**config.mk**
```make
export PLATFORM = sky130hd
export DESIGN_NAME = mem_port_arbiter
export DESIGN_NICKNAME = d
export VERILOG_FILES = /design/src/rtl/mem_port_arbiter_pkg.sv /design/src/rtl/mem_port_arbiter.sv
export SDC_FILE = /design/constraint.sdc
export NUM_CORES = 1
export LEC_CHECK = 0
export BUFFER_PORTS_ARGS = -buffer_cell sky130_fd_sc_hd__buf_2
export CORE_AREA = 2 2 155 157
export CTS_CLUSTER_DIAMETER = 50
export DETAILED_ROUTE_END_ITERATION = 6
export DIE_AREA = 0 0 157 159
export PLACE_DENSITY = 0.58
export SYNTH_ARGS = -nofsm -noshare
export SYNTH_HDL_FRONTEND = slang
export SYNTH_SLANG_ARGS = --single-unit
```
**constraint.sdc**
```tcl
create_clock -name clk -period 2 [get_ports clk]
set_input_delay 0.1 -clock clk [delete_from_list [all_inputs] [get_ports clk]]
set_output_delay 0.1 -clock clk [all_outputs]
set_load 0.005 [all_outputs]
```
**src/rtl/mem_port_arbiter_pkg.sv**
```systemverilog
// rtl/mem_port_arbiter_pkg.sv - shared types and constants for the memory port arbiter
package mem_port_arbiter_pkg;

    typedef enum logic [1:0] {
        ARB_IDLE   = 2'd0,
        ARB_GNT_IF = 2'd1,
        ARB_GNT_D  = 2'd2,
        ARB_RESP   = 2'd3
    } arb_state_e;

    typedef enum logic {
        OWNER_IF = 1'b0,
        OWNER_D  = 1'b1
    } arb_owner_e;

    localparam logic [31:0] ZERO_WORD     = 32'h0000_0000;
    localparam logic [3:0]  SEL_ALL       = 4'b1111;
    localparam logic [3:0]  SEL_NONE      = 4'b0000;
    localparam logic        WRITE_ENABLE  = 1'b1;
    localparam logic        WRITE_DISABLE = 1'b0;

endpackage

```
**src/rtl/mem_port_arbiter.sv**
```systemverilog
// rtl/mem_port_arbiter.sv - fetch/data arbiter for one 32-bit memory port with timeout abort
// Optional round-robin tie-break on simultaneous requests: MEM_ARB_RR_EN
module mem_port_arbiter
    import mem_port_arbiter_pkg::*;
#(
    parameter int TIMEOUT_CYCLES = 64,
    parameter int CNT_W          = 8
) (
    input  logic        clk,
    input  logic        rst,
    input  logic        if_req,
    input  logic [31:0] if_addr,
    output logic [31:0] if_rdata,
    output logic        if_ack,
    input  logic        d_req,
    input  logic        d_we,
    input  logic [3:0]  d_sel,
    input  logic [31:0] d_addr,
    input  logic [31:0] d_wdata,
    output logic [31:0] d_rdata,
    output logic        d_ack,
    output logic        mem_req,
    output logic        mem_we,
    output logic [3:0]  mem_sel,
    output logic [31:0] mem_addr,
    output logic [31:0] mem_wdata,
    input  logic [31:0] mem_rdata,
    input  logic        mem_ack,
    output logic        stallreq_if,
    output logic        stallreq_mem,
    output logic        bus_err
);

    localparam bit              TO_EN   = (TIMEOUT_CYCLES != 0);
    localparam logic [CNT_W-1:0] TO_LAST = CNT_W'((TIMEOUT_CYCLES != 0) ? TIMEOUT_CYCLES - 1 : 0);

    arb_state_e        state_q, state_d;
    logic              mem_req_q, mem_req_d;
    logic              mem_we_q, mem_we_d;
    logic [3:0]        mem_sel_q, mem_sel_d;
    logic [31:0]       mem_addr_q, mem_addr_d;
    logic [31:0]       mem_wdata_q, mem_wdata_d;
    logic              if_ack_q, if_ack_d;
    logic              d_ack_q, d_ack_d;
    logic [31:0]       if_rdata_q, if_rdata_d;
    logic [31:0]       d_rdata_q, d_rdata_d;
    logic              bus_err_q, bus_err_d;
    logic [CNT_W-1:0]  cnt_q, cnt_d;
    logic              grant_data;
    logic [31:0]       resp_data;
    arb_owner_e        owner;
`ifdef MEM_ARB_RR_EN
    arb_owner_e        last_grant_q, last_grant_d;
`endif

    always_ff @(posedge clk) begin
        if (rst) begin
            state_q     <= ARB_IDLE;
            mem_req_q   <= 1'b0;
            mem_we_q    <= WRITE_DISABLE;
            mem_sel_q   <= SEL_NONE;
            mem_addr_q  <= ZERO_WORD;
            mem_wdata_q <= ZERO_WORD;
            if_ack_q    <= 1'b0;
            d_ack_q     <= 1'b0;
            if_rdata_q  <= ZERO_WORD;
            d_rdata_q   <= ZERO_WORD;
            bus_err_q   <= 1'b0;
            cnt_q       <= '0;
`ifdef MEM_ARB_RR_EN
            last_grant_q <= OWNER_IF;
`endif
        end else begin
            state_q     <= state_d;
            mem_req_q   <= mem_req_d;
            mem_we_q    <= mem_we_d;
            mem_sel_q   <= mem_sel_d;
            mem_addr_q  <= mem_addr_d;
            mem_wdata_q <= mem_wdata_d;
            if_ack_q    <= if_ack_d;
            d_ack_q     <= d_ack_d;
            if_rdata_q  <= if_rdata_d;
            d_rdata_q   <= d_rdata_d;
            bus_err_q   <= bus_err_d;
            cnt_q       <= cnt_d;
`ifdef MEM_ARB_RR_EN
            last_grant_q <= last_grant_d;
`endif
        end
    end

    always_comb begin
        state_d     = state_q;
        mem_req_d   = mem_req_q;
        mem_we_d    = mem_we_q;
        mem_sel_d   = mem_sel_q;
        mem_addr_d  = mem_addr_q;
        mem_wdata_d = mem_wdata_q;
        if_ack_d    = 1'b0;
        d_ack_d     = 1'b0;
        if_rdata_d  = if_rdata_q;
        d_rdata_d   = d_rdata_q;
        bus_err_d   = bus_err_q;
        cnt_d       = cnt_q;
        resp_data   = ZERO_WORD;
        owner       = (state_q == ARB_GNT_D) ? OWNER_D : OWNER_IF;
`ifdef MEM_ARB_RR_EN
        last_grant_d = last_grant_q;
        // On a tie, hand the port to whoever did not have it last time
        grant_data   = d_req && (!if_req || (last_grant_q == OWNER_IF));
`else
        grant_data   = d_req;
`endif

        case (state_q)
            ARB_IDLE: begin
                if (grant_data) begin
                    state_d     = ARB_GNT_D;
                    mem_req_d   = 1'b1;
                    mem_we_d    = d_we;
                    mem_sel_d   = d_sel;
                    mem_addr_d  = d_addr;
                    mem_wdata_d = d_wdata;
                    cnt_d       = '0;
`ifdef MEM_ARB_RR_EN
                    last_grant_d = OWNER_D;
`endif
                end else if (if_req) begin
                    state_d     = ARB_GNT_IF;
                    mem_req_d   = 1'b1;
                    mem_we_d    = WRITE_DISABLE;
                    mem_sel_d   = SEL_ALL;
                    mem_addr_d  = if_addr;
                    cnt_d       = '0;
`ifdef MEM_ARB_RR_EN
                    last_grant_d = OWNER_IF;
`endif
                end
            end
            ARB_GNT_IF, ARB_GNT_D: begin
                // A real completion in the final timeout cycle still wins over the abort
                if (mem_ack || (TO_EN && (cnt_q == TO_LAST))) begin
                    state_d   = ARB_RESP;
                    mem_req_d = 1'b0;
                    resp_data = mem_ack ? mem_rdata : ZERO_WORD;
                    if (!mem_ack) begin
                        bus_err_d = 1'b1;
                    end
                    if (owner == OWNER_D) begin
                        d_ack_d = 1'b1;
                        if (!mem_ack || (mem_we_q == WRITE_DISABLE)) begin
                            d_rdata_d = resp_data;
                        end
                    end else begin
                        if_ack_d   = 1'b1;
                        if_rdata_d = resp_data;
                    end
                end else begin
                    cnt_d = cnt_q + CNT_W'(1);
                end
            end
            ARB_RESP: begin
                state_d = ARB_IDLE;
            end
            default: begin
                state_d = ARB_IDLE;
            end
        endcase
    end

    assign mem_req      = mem_req_q;
    assign mem_we       = mem_we_q;
    assign mem_sel      = mem_sel_q;
    assign mem_addr     = mem_addr_q;
    assign mem_wdata    = mem_wdata_q;
    assign if_ack       = if_ack_q;
    assign d_ack        = d_ack_q;
    assign if_rdata     = if_rdata_q;
    assign d_rdata      = d_rdata_q;
    assign bus_err      = bus_err_q;
    assign stallreq_if  = if_req & ~if_ack_q;
    assign stallreq_mem = d_req & ~d_ack_q;

endmodule
```
==> out/results.txt, run 1 <==
The run finished with clean final reports. The total power per unit cell area is 1240 nW/µm², and the HPWL after detailed placement is 12500 µm. In the layout the commonest cells are 275 x sky130_fd_sc_hd__buf_2, 147 x sky130_fd_sc_hd__dfxtp_1, 76 x sky130_fd_sc_hd__nand2_1. Once detail routing completed, the nets flagged for antenna violations numbered 0.

For this run, design rule violations remaining after detail routing come to 0. Counting the buffers created by CTS gives 17. In this run the vertical extent of the chip is 159 µm.

CTS built an H-tree with a depth of 4. The starting DRC count in detailed routing was 336. The total number of nets in the final design was 1092; the data required time of the worst path was 2.30 ns. The top-level I/O count came out at 277. STA classifies the critical path endpoint as a flop. The run gives 1 as the number of antenna violations at the first check in global routing. The final wirelength was 18400 µm. Counting every net in the synthesized netlist gives 766. The run gives 0 as the number of max-cap violations. For the worst-skew pair, the clock arrives at the later sink with an insertion delay of 0.42 ns. The tools report the maximum operating frequency as 534 MHz. The number of warnings reported in the yosys synthesis log is 0. Headroom to the max-slew limit: 0.629. For the count of final setup violators, the log shows 0. Largest family of logic cells by synthesized area: compound AO/OA/AOI/OAI gates. Each instance of the synthesized netlist takes up on average 9.14 µm².

In this design, the largest share of critical-path delay is due to compound AO/OA/AOI/OAI gates. After detailed routing, the average wire length per cell comes to 14.3 µm. Entering global routing, the biggest net connects 71 pins. The via count of the first global-routing pass is 5519, and the first-pass detailed-route iteration total is 4. For the worst setup path, the data arrival time is 2.18 ns. The number of buffer and inverter instances along the worst setup path was 1.

The die is 157 µm wide. The congestion estimate from routability-driven global placement came to 0.851. The number of placed instances, taps included, is 1181.

Setup repair after global routing left no endpoint under its margin. After routing the design area is 8720 µm². The distinct cell type count of the synthesized netlist was 41. The most common cell after layout, fill and taps aside is sky130_fd_sc_hd__buf_2.

The port buffer count works out to 276. The multiplexer share of the synthesized area is 0.0597. Clock tree synthesis selected as its root buffer the cell sky130_fd_sc_hd__clkbuf_16. In the synthesized netlist, the number of instances is 624. The primary flip-flop cell chosen by synthesis mapping was sky130_fd_sc_hd__dfxtp_1.

The tools report the floorplan die area as 25000 µm². The largest incremental delay on the critical path was 0.40 ns; the worst clock skew was 0.00931 ns. The tools report the post-synthesis cell area as 5700 µm². At the pin with the least slew margin, the transition time is 0.557 ns. After global routing the overflow that remains totals 0. The share of synthesized registers carrying an async set or reset is 0. The number of sinks driven by the clock tree was 147; the clock-pin slew of the registers on the worst-case setup and hold paths was 0.06 ns.

Worst hold path class: in -> reg. In this run the post-CTS setup repair buffer count came out at 0. The share of cells above drive strength 1 was 0.347. The overall via count from detail_route is 5683, and the worst setup slack for register-to-register paths is 0.13 ns. Final critical-path share of the clock period: 0.937. TritonCTS built the clock tree.

The logs give 0.246 for the initial core utilization and 2 for the worst-case clock buffer depth. The register area share after synthesis is 0.516, and the xor-xnor portion of the synthesized cell area is 0. The number of failing hold endpoints at the final stage was 0; the cell row count was 56.

The count of cells in the finished layout, fillers not included, comes to 1283. STA classifies the critical path startpoint as a flop. Adder-cell share of the synthesized area: 0.00877. After synthesis the netlist holds a flip-flop and latch count of 147. Fraction of the mapped netlist area in simple logic gates: 0.152.

The maximum ir drop on the vdd rail was 0.522 mV. The growth of design area from synthesis to finish was 52.8%. The placement-stage cell area is 7400 µm², and the overall global routing resource usage is 0.142.

The compound-cell area share of the yosys netlist is 0.211, and the final critical-path required period is 1.87 ns. For the setup TNS, the log shows 0 ns. After detailed routing, the number of vias per cell comes to 4.43. The number of pins with negative max-slew slack in the final report was 0.

The worst setup path is of the reg -> reg kind. Traced cell by cell, the critical path runs through ha_1, nand3_2, o31ai_2, a31oi_4, buf_4, a22o_1. Critical-path cell with the highest stage delay: sky130_fd_sc_hd__dfxtp_1.

Global-route wire length before repair: 28400 µm. The total core area is 23200 µm², and the count of flip-flops with a built-in enable after synthesis is 0. Along the worst path, the maximum fanout reaches 32.

For the total leakage power, the log shows 0.00398 µW.
## layer usage
metal	vias up	wire, µm	track usage
met5	-	0	0
met4	0	491	0.0580
met3	34	1100	0.0414
met2	167	9090	0.248
met1	2606	7710	0.160
li1	2876	-	-
## registers in the layout, indices dropped and copies added, names as in the netlist
register,flops
mem_sel,4
mem_wdata,32
mem_we,1
if_ack,1
state_q,2
mem_addr,32
if_rdata,32
d_ack,1
bus_err,1
d_rdata,32
cnt_q,8
mem_req,1
## metrics by stage
step                setup slack, ns  utilization  hold slack, ns  total power, µW
finish                        0.126        0.376          0.0217            10800
global route                 0.0134        0.376          0.0272            11500
CTS                           0.116        0.376         0.00282            10900
detailed placement            0.124        0.319           0.337             7390
global placement              0.181        0.319           0.332             7350
floorplan                     0.367            -           0.233             5980
## worst paths after layout
path,from,to,cells after the start
worst min register to register,mem_wdata[8],mem_wdata[8],2
worst max-delay path,cnt_q[0],d_rdata[27],6
worst min-delay path,if_addr[9],mem_addr[9],3
worst max register to register,cnt_q[0],d_rdata[27],6
## power breakdown
group	switching [µW]	leakage [µW]	internal [µW]
combinational	2020	0.00247	1500
clock	1360	0.000304	2010
sequential	308	0.00120	3580
total	3690	0.00398	7090
## cells in the mapped netlist (3+ instances only)
library cell | instances | area share
sky130_fd_sc_hd__o21ai_0 | 8 | 0.0070
sky130_fd_sc_hd__ha_1 | 4 | 0.0088
sky130_fd_sc_hd__nor2_1 | 49 | 0.032
sky130_fd_sc_hd__a22o_1 | 33 | 0.051
sky130_fd_sc_hd__a211oi_1 | 32 | 0.042
sky130_fd_sc_hd__nor2b_1 | 5 | 0.0055
sky130_fd_sc_hd__nand2b_1 | 4 | 0.0044
sky130_fd_sc_hd__a21oi_1 | 70 | 0.061
sky130_fd_sc_hd__nand2_1 | 76 | 0.050
sky130_fd_sc_hd__clkbuf_1 | 19 | 0.013
sky130_fd_sc_hd__o22a_1 | 3 | 0.0046
sky130_fd_sc_hd__nor3_1 | 10 | 0.0088
sky130_fd_sc_hd__mux2i_1 | 34 | 0.060
sky130_fd_sc_hd__buf_1 | 10 | 0.0066
sky130_fd_sc_hd__or4_1 | 3 | 0.0039
sky130_fd_sc_hd__nand3_1 | 35 | 0.031
sky130_fd_sc_hd__dfxtp_1 | 147 | 0.52
sky130_fd_sc_hd__o31ai_1 | 4 | 0.0053
sky130_fd_sc_hd__buf_2 | 19 | 0.017
sky130_fd_sc_hd__buf_6 | 7 | 0.014
sky130_fd_sc_hd__o21ai_1 | 28 | 0.025
sky130_fd_sc_hd__inv_1 | 4 | 0.0026
## final cells by class
type / instances / area (µm²)
inverters: 4 / 15.0
multi-input cells: 418 / 2480
well taps: 319 / 399
diodes: 1 / 2.50
fillers: 2348 / 14500
clock buffers: 17 / 425
clock inverters: 15 / 194
flip-flops and latches: 147 / 2940
repair buffers: 362 / 2260
## cells by family (layout without fill, tap and decap cells)
logic type               after synthesis  in the layout
AO/OA/AOI/OAI                        187            187
adder cells (fa/ha/maj)                4              4
flip-flops                           147            147
buffers and inverters                 59            398
multiplexers                          34             34
AND/OR/NAND/NOR                      193            193
other                                  0              1
## tightest hold or removal path, cell delays in order
cell and delay (ns):
sky130_fd_sc_hd__buf_2 0.09, sky130_fd_sc_hd__mux2i_1 0.11, sky130_fd_sc_hd__a211oi_1 0.08
## what timing repair did
action | 4_1_cts | 5_1_grt
setup endpoints to repair | 0 | 2
hold buffers | 69 | 0
endpoints found under the hold margin | 101 | 0
gates resized for setup | 0 | 1
Note: power is estimated with default switching activity, not from simulation.
==> run 2: changes to the inputs <==
Settings changed: REMOVE_ABC_BUFFERS set to 1.
==> run 2 against run 1 <==
Compared with the run above: setup slack better by 0.041 ns; critical path depth stayed put; clock skew is 0.0055 ns higher; non-clock buffer count is 3 lower; clock power is 5.9% lower; utilization is 0.33 points lower; sequential share of layout area is 0.30 points higher; global-route usage hardly changed; combinational power is 2% lower; final area is 0.89% lower; routed wire length is 0.80% lower.
==> out/results.txt, run 2 (synthesized netlist as in run 1, its figures left out) <==
The starting DRC count in detailed routing was 448 (+33%). The run gives 28400 µm (about the same) as the global-route wire length before repair. The run finished with clean final reports.

The clock-pin slew of the registers on the worst-case setup and hold paths works out to 0.06 ns (about the same). The final critical-path share of the clock period was 0.917 (-0.0203); the headroom to the max-slew limit was 0.595 (-0.0338). Overall via count from detail_route: 5738 (+0.97%). In the layout the commonest cells are 275 x sky130_fd_sc_hd__buf_2, 147 x sky130_fd_sc_hd__dfxtp_1, 76 x sky130_fd_sc_hd__nand2_1.

The cell at the root of the clock tree was sky130_fd_sc_hd__clkbuf_16. The share of cells above drive strength 1 works out to 0.346 (-0.000999). The clock buffer count from CTS was 17 (unchanged).

For the worst hold slack after final layout, the log shows 0.0190 ns (-0.00264 ns). The floorplan die area is 25000 µm² (unchanged). In this design, the largest share of critical-path delay is due to compound AO/OA/AOI/OAI gates.

The run gives 545 MHz (+2.2%) as the maximum operating frequency. Launching point of the worst reg2reg path: cnt_q[0]. Critical setup path kind: reg -> reg. The largest fanout on the critical path works out to 32 (unchanged). Number of max-cap violations: 0 (unchanged). Maximum ir drop on the vdd rail: 0.564 mV (+8.1%). The slew at the pin closest to its max-slew limit works out to 0.608 ns (+0.0507 ns). Setup TNS: 0 ns (unchanged). The initial core utilization was 0.246 (unchanged); the worst clock skew was 0.0148 ns (+0.00554 ns). The tools report the final estimated routing congestion in global placement as 0.804 (-5.5%).

For the utilization after layout, the log shows 0.372 (-0.00334). The worst setup path is launched from a flop. The total leakage power came out at 0.00393 µW (-1.2%).

The total core area is 23200 µm² (unchanged), and the x dimension of the die is 157 µm (unchanged). The ratio of routed vias to standard cells works out to 4.48 (+1.1%). The residual DRC count was 0 (unchanged); the port buffer count was 276 (unchanged). The detail-routed net length per standard cell works out to 14.2 µm (-0.64%).

The overflow left after global routing is 0 (unchanged). TritonCTS built the clock tree. For the top-level I/O count, the log shows 277 (unchanged). The first-pass detailed-route iteration total was 4 (unchanged).

The logs give 2 (+1) for the number of antenna violations at the first check in global routing and 0 (unchanged) for the number of pins with negative max-slew slack in the final report. Total number of H-tree levels: 4 (unchanged). The HPWL after detailed placement is 12300 µm (-2.0%). The number of buffer and inverter instances along the worst setup path came out at 1 (unchanged). The final wirelength is 18200 µm (-0.80%).

STA classifies the critical path endpoint as a flop. Die boundary height: 159 µm (unchanged). The data required time of the worst path is 2.31 ns (about the same). The overall global routing resource usage came out at 0.142 (+0.000351). The cell row count is 56 (unchanged).

For the total number of nets in the final design, the log shows 1089 (-0.27%). Tracing the worst setup path back leads to its startpoint at cnt_q[0]. The clock latency reported for the late side of the worst-skew pair was 0.42 ns (about the same); the largest incremental delay on the critical path was 0.41 ns (about the same). The placement-stage cell area is 7360 µm² (-0.59%), and the finished layout cell area is 8640 µm² (-0.89%).

The most common cell after layout, fill and taps aside was sky130_fd_sc_hd__buf_2. The count of antenna-violating nets left after detailed routing came out at 0 (unchanged). The total power was 10500 µW (-2.4%).

Setup repair after global routing left no endpoint under its margin. For the endpoint arrival time on the critical path, the log shows 2.14 ns (-0.04 ns). In this run the most critical hold path is launched from if_addr[6]. The largest net degree at the start of global routing is 71 (unchanged). For the count of final setup violators, the log shows 0 (unchanged). The number of failing hold endpoints at the final stage came out at 0 (unchanged). Among all stages on the critical path, the largest delay is contributed by sky130_fd_sc_hd__dfxtp_1. The run gives 5474 (-0.82%) as the via count of the first global-routing pass. The area growth from synthesis to layout is 51.4%.

The worst hold path class was in -> reg. The post-CTS setup buffer count came out at 0 (unchanged). The number of sinks driven by the clock tree is 147 (unchanged), and the total power per unit cell area is 1220 nW/µm² (-1.5%). The tools report the worst-case clock buffer depth as 2 (unchanged).

The final critical-path required period is 1.83 ns (-0.0405 ns). Traced cell by cell, the critical path runs through ha_1, nand3_2, o31ai_2, a31oi_2, buf_4, a22o_1.
run 2: changes by cell type in the layout (fill, tap and decap cells not counted), sizes merged:
| cell | delta |
|---|---|
| buf | -3 |
| bufinv | -2 |
| clkinvlp | +2 |
| clkbuf | +1 |
| clkinv | -1 |
| diode | +1 |
run 2: path summary, 6_finish.rpt:
check | endpoint | slack, ns | cells after the start
worst min register to register | mem_wdata[19] | 0.45 | 2
worst max register to register | d_rdata[12] | 0.17 | 6
worst max-delay path | d_rdata[12] | 0.17 | 6
worst min-delay path | mem_addr[6] | 0.02 | 3
run 2: what timing repair did:
action | in CTS | in global routing
hold buffers | 69 | 0
gates resized for setup | 0 | 2
setup endpoints to repair | 0 | 38
hold endpoints to repair | 101 | 0
run 2: cell type report:
| cell class | instances | area, µm² |
|---|---|---|
| sequential | 147 | 2940 |
| clock inverter | 14 | 141 |
| tap | 319 | 399 |
| clock buffer | 18 | 439 |
| fill | 2362 | 14600 |
| inverter | 4 | 15.0 |
| timing repair buffer | 359 | 2220 |
| multi-input combinational | 418 | 2470 |
| antenna | 2 | 5.00 |
run 2: power breakdown:
group | internal (µW) | switching, µW
clock | 1790 | 1380
combinational | 1460 | 2000
sequential | 3580 | 310
total | 6830 | 3700
run 2: worst register-to-register path: cells and delay by family (launching register included):
kind | cells | cell delay (ns)
fa+ha+maj | 1 | 0.29
simple gates | 1 | 0.16
buf+inv | 1 | 0.26
flops | 1 | 0.41
compound gates | 3 | 0.61
run 2: stage by stage:
step	setup WS (ns)	std cells
after floorplan	-1.31	569
after global placement	0.204	1178
after detailed placement	0.178	1178
after CTS	0.151	1279
after global routing	0.0197	1281
final	0.167	1281
run 2: layer usage:
layer	track usage	share of wire
met5	0	0
met1	0.168	0.42
met4	0.0609	0.025
met3	0.0308	0.045
met2	0.246	0.51
